===== config.mk =====
export PLATFORM = sky130hd
export DESIGN_NAME = oam_dma
export DESIGN_NICKNAME = d
export VERILOG_FILES = /design/src/rtl/oam_dma.sv
export SDC_FILE = /design/constraint.sdc
export NUM_CORES = 1
export LEC_CHECK = 0
export BUFFER_PORTS_ARGS = -buffer_cell sky130_fd_sc_hd__buf_4
export CAP_MARGIN = 0
export CELL_PAD_IN_SITES_DETAIL_PLACEMENT = 2
export CELL_PAD_IN_SITES_GLOBAL_PLACEMENT = 2
export CORE_ASPECT_RATIO = 0.5
export CORE_MARGIN = 8
export CORE_UTILIZATION = 28
export DETAILED_ROUTE_END_ITERATION = 8
export GPL_TIMING_DRIVEN = 0
export MAX_ROUTING_LAYER = met4
export PLACE_DENSITY_LB_ADDON = 0.1
export SLEW_MARGIN = 20
export SYNTH_ARGS = -nofsm -noshare
export SYNTH_HDL_FRONTEND = slang
export SYNTH_SLANG_ARGS = --single-unit

===== constraint.sdc =====
create_clock -name clk -period 2 [get_ports clk]
set_input_delay 0.4 -clock clk [delete_from_list [all_inputs] [get_ports clk]]
set_output_delay 0.4 -clock clk [all_outputs]
set_load 0.005 [all_outputs]

===== src/rtl/oam_dma.sv =====
//----------------------------------------------------------------------------
// Module   : oam_dma
// Purpose  : Sprite OAM DMA engine. Snoops CPU writes to TRIGGER_ADDR; on a
//            hit it halts the CPU, aligns to a get cycle, then copies 256
//            bytes from CPU page $XX00-$XXFF into OAMDATA by alternating bus
//            reads and writes. The top level muxes dma_addr/dma_rw/
//            dma_data_o onto the CPU bus while dma_active is high.
// Ports    : clk, rst (async, active-low), ce (CPU cycle enable)
//            cpu_addr/cpu_rw/cpu_data_o : snooped CPU bus signals
//            bus_data_i                 : bus read data, one clk after address
//            dma_active/cpu_halt        : bus ownership / CPU stall
//            dma_addr/dma_rw/dma_data_o : DMA bus-initiator signals
//            dma_done                   : one-clk pulse after the final write
// Revision : 1.0 - initial release
//----------------------------------------------------------------------------
`default_nettype none

module oam_dma #(
  parameter logic [15:0] TRIGGER_ADDR = 16'h4014,
  parameter logic [15:0] OAMDATA_ADDR = 16'h2004
) (
  input  logic        clk,
  input  logic        rst,
  input  logic        ce,
  input  logic [15:0] cpu_addr,
  input  logic        cpu_rw,
  input  logic [7:0]  cpu_data_o,
  input  logic [7:0]  bus_data_i,
  output logic        dma_active,
  output logic        cpu_halt,
  output logic [15:0] dma_addr,
  output logic        dma_rw,
  output logic [7:0]  dma_data_o,
  output logic        dma_done
);

  typedef enum logic [2:0] {
    S_IDLE  = 3'd0,
    S_HALT  = 3'd1,
    S_ALIGN = 3'd2,
    S_READ  = 3'd3,
    S_WRITE = 3'd4
  } state_t;

  state_t      state_q, state_d;
  logic        phase_q, phase_d;
  logic [7:0]  idx_q, idx_d;
  logic [7:0]  page_q, page_d;
  logic        rd_pending_q, rd_pending_d;
  logic [7:0]  data_latch_q, data_latch_d;
  logic        done_q, done_d;

  always_ff @(posedge clk or negedge rst) begin
    if (!rst) begin
      state_q      <= S_IDLE;
      phase_q      <= 1'b0;
      idx_q        <= 8'h00;
      page_q       <= 8'h00;
      rd_pending_q <= 1'b0;
      data_latch_q <= 8'h00;
      done_q       <= 1'b0;
    end else begin
      state_q      <= state_d;
      phase_q      <= phase_d;
      idx_q        <= idx_d;
      page_q       <= page_d;
      rd_pending_q <= rd_pending_d;
      data_latch_q <= data_latch_d;
      done_q       <= done_d;
    end
  end

  always_comb begin
    state_d      = state_q;
    phase_d      = phase_q;
    idx_d        = idx_q;
    page_d       = page_q;
    done_d       = 1'b0;
    // Read data is captured on the first clk after the read cycle ends,
    // independent of ce, so gated-ce systems still see the bus value that
    // belongs to the DMA read address.
    rd_pending_d = 1'b0;
    data_latch_d = rd_pending_q ? bus_data_i : data_latch_q;

    if (ce) begin
      phase_d = ~phase_q;
      unique case (state_q)
        S_IDLE: begin
          if (!cpu_rw && (cpu_addr == TRIGGER_ADDR)) begin
            page_d  = cpu_data_o;
            idx_d   = 8'h00;
            state_d = S_HALT;
          end
        end
        // The first read must land on a get cycle (phase 0 next), so a
        // halt on phase 0 needs one extra alignment cycle.
        S_HALT:  state_d = phase_q ? S_READ : S_ALIGN;
        S_ALIGN: state_d = S_READ;
        S_READ: begin
          rd_pending_d = 1'b1;
          state_d      = S_WRITE;
        end
        S_WRITE: begin
          if (idx_q == 8'hFF) begin
            state_d = S_IDLE;
            done_d  = 1'b1;
          end else begin
            idx_d   = idx_q + 8'd1;
            state_d = S_READ;
          end
        end
        default: state_d = S_IDLE;
      endcase
    end
  end

  always_comb begin
    cpu_halt   = (state_q != S_IDLE);
    dma_active = 1'b0;
    dma_addr   = 16'h0000;
    dma_rw     = 1'b1;
    if (state_q == S_READ) begin
      dma_active = 1'b1;
      dma_addr   = {page_q, idx_q};
    end else if (state_q == S_WRITE) begin
      dma_active = 1'b1;
      dma_addr   = OAMDATA_ADDR;
      dma_rw     = 1'b0;
    end
  end

  // Forward live bus data during the clk the read is still pending so the
  // write cycle carries valid data even when ce is high every clk.
  assign dma_data_o = rd_pending_q ? bus_data_i : data_latch_q;
  assign dma_done   = done_q;

endmodule

`default_nettype wire


# Yosys cells after proc, flatten, opt, wreduce, memory -nomap -nowiden
# Cells that the tools add are included.
# Widths: inputs -> output; s select.
totals:
  memories: 0
  input_bits: 36
  latch_bits: 0
  ramBits: 0
  register_bits: 30
  mem_bits_ro: 0
op_classes:
  n_shift: 0
  reduce_logical: 8
  n_bitwise: 1
  add_sub_neg: 1
  order_cmp: 0
  n_eq_ne: 8
  n_mul: 0
  div_mod_pow: 0
  mux: 19
ops:
  columns: ["operator", "n"]
  rows:
  - ["$mux 8", 3]
  - ["$eq 16x15->1 const B", 1]
  - ["$mux 16", 1]
  - ["$pmux 8 s2", 1]
  - ["$pmux 3 s5", 1]
  - ["$mux 14", 1]
  - ["$mux 1", 10]
  - ["$add 8x1->8 const B", 1]
  - ["$eq 8x8->1 const B", 1]
  - ["$eq 3x2->1 const B", 2]
  - ["$ne 2x2->1 const B", 2]
  - ["$reduce_and 4->1", 1]
  - ["$eq 3x1->1 const B", 1]
  - ["$eq 3x3->1 const B", 1]
  - ["$logic_not 3->1", 1]
  - ["$mux 3", 1]
  - ["$reduce_and 3->1", 1]
  - ["$reduce_bool 3->1", 1]
  - ["$mux 2", 1]
  - ["$reduce_and 2->1", 1]
  - ["$reduce_bool 2->1", 1]
  - ["$logic_and 1x1->1", 1]
  - ["$logic_not 1->1", 1]
  - ["$not 1->1", 1]

# Logic depth before layout (Yosys ltp)
# Gate-level depths: netlist of run 1.
depth:
  ltp_word: 4
  mapped_depth: 6

# Worst setup path before layout of run 1
# OpenSTA, ideal clock, no wires.
synth_timing:
  kind: "reg2reg"
  start: "register state_q[1]"
  end: "register page_q[5]"
  t_arrival_ps: 1671
  path_slack_ps: 204
  n_path_buf: 2
  stages_incl_launch_ff: 6
  period_less_slack_ps: 1796
  cell_sequence: "dfrtp_1 -> buf_6 -> or3_4 -> nor3_4 -> buf_6 -> mux2_4"
synth_via:
  elab_chain_len: 2
synth_lines:
  columns: ["item", "line", "source"]
  rows:
  - ["start, declared", "45", "state_t state_q, state_d;"]
  - ["start signal, assigned", "63", "state_q <= state_d;"]
  - ["$logic_not 3->1", "87", "unique case (state_q)"]
  - ["$reduce_and 3->1 (no source line)", null, null]
  - ["end signal, assigned", "66", "page_q <= page_d;"]
  - ["end, declared", "48", "logic [7:0] page_q, page_d;"]
# Every way passes these cells.
# A chain may end at the register's enable or synchronous reset.

# Worst setup path after layout of run 1
layout_timing:
  start: "register state_q[0]"
  end: "output dma_active"
layout_via:
  elab_chain_len: 3
layout_lines:
  columns: ["item", "line", "source"]
  rows:
  - ["$eq 3x3->1", "125", "end else if (state_q == S_WRITE) begin"]
  - ["$mux 1", "125", null]
  - ["$mux 1 *", "122", "if (state_q == S_READ) begin"]
  - ["end, declared", "29", "output logic dma_active,"]
# Every way passes the cells marked *; elsewhere a longest branch is shown, timed or not.

==> metrics.md, run 1 <==
| Metric | Value |
|---|---|
| Status | completed |
| Drt first pass iters | 4 |
| Top cell type's share of synthesized area | 0.4766 |
| Nets | 259 |
| Max cap viols | 0 |
| TNS Setup | 0 ns |
| CTS Sinks | 30 |
| Die height | 69.04 um |
| Post-Place Setup Slack | -0.1223 ns |
| CP bufs+invs | 3 |
| Routability cong. | 0.7016 |
| Met1 Use GR | 0.1572 |
| Yosys cell types | 39 |
| Final Setup Violations | 0 |
| Area after DPL | 2132 um2 |
| CTS tree | built |
| All-Layer GR Usage | 0.1337 |
| Peak VDD IR | 0.3723 mV |
| Top Family by Delay on Critical Path | buffers and inverters |
| Post-route ant nets | 0 |
| Post-synth ARST share | 1.000 |
| Largest net degree at the start of global routing | 31 |
| Synth area leader | dfrtp_1 |
| Fin. Hold Viols | 0 |
| First-pass GRT wire length | 8.749 mm |
| Clk buf depth | 2 |
| Critical Path End Type | output port |
| Cts bufs inserted | 5 |
| Post-synthesis cell area | 1575 um2 |
| Core area | 5444 um2 |
| Dpl hpwl | 4.010 mm |
| Worst-Skew Late Latency | 0.28 ns |
| Syn. warnings | 0 |
| Initial DRC count | 23 |
| Critical Path RT | 1.60 ns |
| Max Fclk | 532.3 MHz |
| Die X | 122.1 um |
| Worst reg2reg startpoint | state_q[1] |
| Crit path kind | reg -> out |
| Met2 GRT Util | 0.2151 |
| Vias in the first global route | 1,619 |
| Number of flops mapped to enable cells by yosys | 0 |
| Average size of a mapped cell | 10.64 um2 |
| Met3 GRT Util | 0.03818 |
| Worst Tran Pin Value | 0.4481 ns |
| GRT overflow | 0 |
| Hold Crit Class | in -> async |
| Crit-path cells | buf_6, nor3b_4, inv_1, o21ai_0, buf_4 |
| Slew Limit Fails | 0 |
| Initial antenna violation count | 0 |
| Sequential area share after synthesis | 0.4766 |
| Top post-synthesis cells by area | dfrtp_1 48%, mux2_2 10%, and2_1 5.6% |
| Syn Nets | 185 |
| Total routed wirelength | 5.374 mm |
| H-tree depth | 2 |
| WL per Instance | 18.16 um |
| Final worst setup slack | 0.1214 ns |
| Top-count cell post-synth | dfrtp_1 |
| Power Density | 1012 nW/um2 |
| Dominant synthesized flop cell | dfrtp_1 |
| Layout Utilization | 0.4204 |
| DR vias/cell | 4.845 |
| R2R setup slack | 0.12 ns |
| Reg-to-reg critical path endpoint | page_q[3] |
| Port buffer count | 62 |
| CP arrival | 1.48 ns |
| CP startpoint kind | flip-flop |
| Static Leak | 1.094 nW |
| Clock slew at reported path FFs | 0.06 ns |
| Cells after Synth | 148 |
| Clock root cell | clkbuf_8 |
| Clk_skew | 0.003195 ns |
| Vias | 1,434 |
| Initial core utilization | 0.2894 |
| Slew HR | 0.7013 |
| #FFs+latches synth | 30 |
| Post-layout min period | 1.879 ns |
| Worst path max stage delay | 0.39 ns |
| Share of post-route cells with drive strength above 1 | 0.4798 |
| CP max-delay cell | dfrtp_1 |
| Fin crit share | 0.9393 |
| Commonest cells post-synth | 30 x dfrtp_1, 21 x nand2_1, 14 x and2_1, 14 x mux2_2, 8 x o21ai_0 |
| Area growth, synth to finish | 45.27% |
| Crit-path max FO | 10 |
| Fin area | 2288 um2 |
| Core Rows | 19 |
| Cts hold-fix bufs | 0 |
| Layer with the highest usage | met2 |
| Unrepaired setup endpoints after global routing | false |
| Worst r2r path cells | 5 |
| I/O Pins | 64 |
| DR DRC count | 0 |
| Ant diodes | 0 |
| DIE AREA | 8427 um2 |
[stage by stage]
step	power, mW	cells	hold WS (ns)
3_3_place_gp	1.736	283	0.3676
6_report	2.317	296	0.05311
3_5_place_dp	1.799	283	0.3731
5_1_grt	2.505	296	0.07061
2_1_floorplan	1.344	148	0.1044
4_1_cts	2.360	292	0.05626
[cells in the final DEF, fill, tap and decap left out, drive strengths merged, types with 2 or more instances in the layout]
| cell type | synthesis | final |
|---|---|---|
| dfrtp | 30 | 30 |
| or2 | 3 | 3 |
| nor3 | 4 | 4 |
| o211ai | 4 | 4 |
| inv | 2 | 2 |
| a21oi | 3 | 3 |
| o21ai | 8 | 8 |
| nor4b | 3 | 3 |
| o31a | 2 | 2 |
| nor2 | 4 | 4 |
| o22ai | 2 | 2 |
| nor4 | 2 | 2 |
| nand3 | 4 | 4 |
| nor2b | 2 | 2 |
| nand2 | 21 | 21 |
| buf | 4 | 71 |
| mux2 | 16 | 16 |
| and2 | 14 | 14 |
| clkbuf | 4 | 11 |
[cell type report]
type	instances	area [um2]
fillers	591	3156
clock inverters	1	5.005
repair buffers	68	510.5
well taps	73	91.34
flip-flops and latches	30	750.7
multi-input cells	108	773.2
inverters	2	7.507
plain buffers	7	63.81
clock buffers	7	86.33
[worst max path at each step]
| stage | end | start | depth (start not counted) |
|---|---|---|---|
| detailed placement | dma_addr[12] | state_q[2] | 5 |
| CTS | dma_addr[12] | state_q[0] | 6 |
| global route | dma_active | state_q[0] | 5 |
| floorplan | page_q[5] | state_q[1] | 5 |
| finish | dma_active | state_q[0] | 5 |
| global placement | page_q[5] | cpu_addr[5] | 6 |
[sequential cells by signal, summed over array words and instances (netlist names)]
| register | cells |
|---|---|
| data_latch_q | 8 |
| idx_q | 8 |
| page_q | 8 |
| state_q | 3 |
| dma_done | 1 |
| phase_q | 1 |
| rd_pending_q | 1 |
[routing by layer]
metal / vias up / routed length (um)
met3: 6 / 296
li1: 667 / -
met1: 721 / 2368
met4: 0 / 74
met5: - / 0
met2: 40 / 2634
[power by group]
part / switching, mW / internal (mW)
combinational: 0.421 / 0.485
sequential: 0.125 / 0.770
clock: 0.238 / 0.277
[worst reg2reg max path: stages (launching register included)]
cell and delay (ns):
dfrtp_1 0.38, buf_6 0.14, or3_4 0.40, nor3_4 0.32, buf_4 0.19, mux2_2 0.33
[logic make-up (layout without fill, tap and decap cells)]
family                   after synthesis  count (layout)  synth area share
AO/OA/AOI/OAI                         24              24            0.1056
XOR/XNOR                               1               1          0.005561
adder cells (fa/ha/maj)                1               1          0.007942
buffers and inverters                 10              85           0.03891
flip-flops                            30              30            0.4766
multiplexers                          17              17            0.1255
AND/OR/NAND/NOR                       65              65            0.2399
[timing repair]
action | 4_1_cts | 5_1_grt
setup endpoints to repair | 20 | 21
setup buffers | 1 | 5
endpoints found under the hold margin | 0 | 0
resized for setup | 6 | 2
pin swaps | 2 | 2
Power figures use the tool's default switching activity.
==> run 2, diff against run 1 <==
Settings changed: CORE_ASPECT_RATIO 0.5 to 1.75.
==> run 2 against run 1 <==
- core utilization rose by 0.34 points
- combinational power about the same
- maximum frequency shrank 0.55%
- global-route usage up 0.45 points
- first-iteration DRC count down 43%
- cell count up 0.68%
- sequential cell count unchanged
- critical endpoint unchanged
- highest routed layer unchanged
==> metrics.md, run 2 (synthesized netlist as in run 1, its figures left out) <==
| Metric | Value |
|---|---|
| Final worst setup slack | 0.1110 ns (-0.01040 ns) |
| WL met2 | 3.110 mm (+18%) |
| Routability cong. | 0.7675 (+9.4%) |
| Clk buf depth | 2 (unchanged) |
| Clk_skew | 0.005697 ns (+0.002502 ns) |
| Vias | 1,425 (-0.63%) |
| Fin area | 2328 um2 (+1.7%) |
| Area growth, synth to finish | 47.82% |
| Comb pwr share | 0.353 (-0.038) |
| All-Layer GR Usage | 0.1382 (+0.004488) |
| Critical Path End Type | output port |
| CP arrival | 1.49 ns (about the same) |
| Peak VDD IR | 0.4843 mV (+30%) |
| DIE AREA | 8377 um2 (-0.60%) |
| Cts bufs inserted | 5 (unchanged) |
| Dpl hpwl | 4.278 mm (+6.7%) |
| Post-Layout Cell Count | 298 (+0.68%) |
| Static Leak | 1.104 nW (+0.92%) |
| H-tree depth | 2 (unchanged) |
| Most frequent cells in the layout | 67 x buf_4, 30 x dfrtp_1, 20 x nand2_1 |
| Power Density | 1102 nW/um2 (+8.8%) |
| Port buffer count | 62 (unchanged) |
| Drt first pass iters | 3 (-1) |
| Unrepaired setup endpoints after global routing | false |
| Flop pwr share | 0.348 (-0.038) |
| Share of post-route cells with drive strength above 1 | 0.4820 (+0.002161) |
| Critical Path RT | 1.60 ns (about the same) |
| WL per Instance | 18.28 um (+0.70%) |
| DR vias/cell | 4.782 (-1.3%) |
| First-pass GRT wire length | 8.694 mm (-0.63%) |
| Status | completed |
| Post-route ant nets | 0 (unchanged) |
| I/O Pins | 64 (unchanged) |
| Slew Limit Fails | 0 (unchanged) |
| Fin. Hold Viols | 0 (unchanged) |
| Core Rows | 36 (+17) |
| Initial DRC count | 13 (-43%) |
| Cts hold-fix bufs | 0 (unchanged) |
| CP bufs+invs | 3 (unchanged) |
| Die X | 72.70 um (-40%) |
| Switching share of power | 0.3058 (-0.03252) |
| Post-Place Setup Slack | -0.1749 ns (-0.05263 ns) |
| Initial antenna violation count | 0 (unchanged) |
| Nets | 258 (-0.39%) |
| CP startpoint kind | flip-flop |
| Worst-Skew Late Latency | 0.28 ns (about the same) |
| Vias in the first global route | 1,671 (+3.2%) |
| Cells after DPL | 286 (+1.1%) |
| CP Depth | 5 (unchanged) |
| Core area | 5495 um2 (+0.94%) |
| CP max-delay cell | dfrtp_1 |
| Clock slew at reported path FFs | 0.06 ns (about the same) |
| Hold Slack | 0.04287 ns (-0.01024 ns) |
| Max cap viols | 0 (unchanged) |
| Max Fclk | 529.4 MHz (-0.55%) |
| Worst path max stage delay | 0.39 ns (about the same) |
| Top routing layer used | met4 |
| Slew HR | 0.6989 (-0.002351) |
| Ant diodes | 0 (unchanged) |
| Internal power | 1.781 mW (+16%) |
| Final Setup Violations | 0 (unchanged) |
| M1 wire length | 1.971 mm (-17%) |
| Area after DPL | 2136 um2 (+0.18%) |
| CTS tree | built |
| Clock root cell | clkbuf_8 |
| Commonest non-fill, non-tap cell in the layout | buf_4 |
| TNS Setup | 0 ns (unchanged) |
| Routed wl met3 | 309 um (+4.4%) |
| Crit-path max FO | 10 (unchanged) |
| Crit-path cells | buf_6, nor3b_4, inv_1, o21ai_0, buf_4 |
| Top Family by Delay on Critical Path | buffers and inverters |
| Largest registers | data_latch_q: 8 flops, idx_q: 8 flops, page_q: 8 flops |
| Fin crit share | 0.9445 (+0.005202) |
| Worst Setup SP | state_q[0] |
| Crit path kind | reg -> out |
| GRT overflow | 0 (unchanged) |
| Layout Utilization | 0.4237 (+0.003362) |
| Worst r2r path cells | 5 (unchanged) |
| CTS Sinks | 30 (unchanged) |
| Largest net degree at the start of global routing | 31 (unchanged) |
| Worst reg2reg startpoint | state_q[1] |
| Die height | 115.2 um (+67%) |
| Total routed wirelength | 5.448 mm (+1.4%) |
| Hold Crit Class | in -> async |
| DR DRC count | 0 (unchanged) |
| Clock power frac | 0.299 (+0.076) |
| Worst Tran Pin Value | 0.4516 ns (+0.003526 ns) |
| Total power | 2.566 mW (+11%) |
| Psw | 784.7 uW (+0.10%) |
| Post-layout min period | 1.889 ns (+0.01040 ns) |
| Initial core utilization | 0.2867 (-0.002701) |
run 2: layout make-up:
| type | instances | area (um2) |
|---|---|---|
| Tap cell | 76 | 95.09 |
| Multi-Input combinational cell | 108 | 778.2 |
| Inverter | 2 | 7.507 |
| Timing Repair Buffer | 66 | 495.5 |
| Sequential cell | 30 | 750.7 |
| Clock buffer | 6 | 82.58 |
| Buffer | 8 | 58.81 |
| Clock inverter | 2 | 60.06 |
| Fill cell | 625 | 3167 |
run 2: power by group through the flow:
stage | logic, mW | registers (mW) | clock network, mW
floorplan | 0.483 | 0.861 | 0
CTS | 0.927 | 0.894 | 0.789
global placement | 0.840 | 0.887 | 0
detailed placement | 0.893 | 0.901 | 0
global route | 1.01 | 0.920 | 0.815
finish | 0.906 | 0.892 | 0.768
run 2: per-layer routing:
| metal | GRT usage | vias up |
|---|---|---|
| met5 | - | - |
| li1 | - | 663 |
| met1 | 0.1274 | 711 |
| met3 | 0.03668 | 4 |
| met4 | 0.04704 | 0 |
| met2 | 0.2611 | 47 |
run 2: what timing repair did:
| action | 4_1_cts | 5_1_grt |
|---|---|---|
| pin swaps | 3 | 1 |
| setup buffers | 2 | 2 |
| gates resized for setup | 5 | 3 |
| setup endpoints to repair | 20 | 14 |
run 2: worst paths after layout:
kind	slack, ns	end
max	0.11	dma_active
min	0.04	phase_q
max reg2reg	0.15	page_q[4]
min reg2reg	0.50	phase_q
max in group asynchronous	1.66	data_latch_q[6]
min in group clk	0.35	page_q[3]
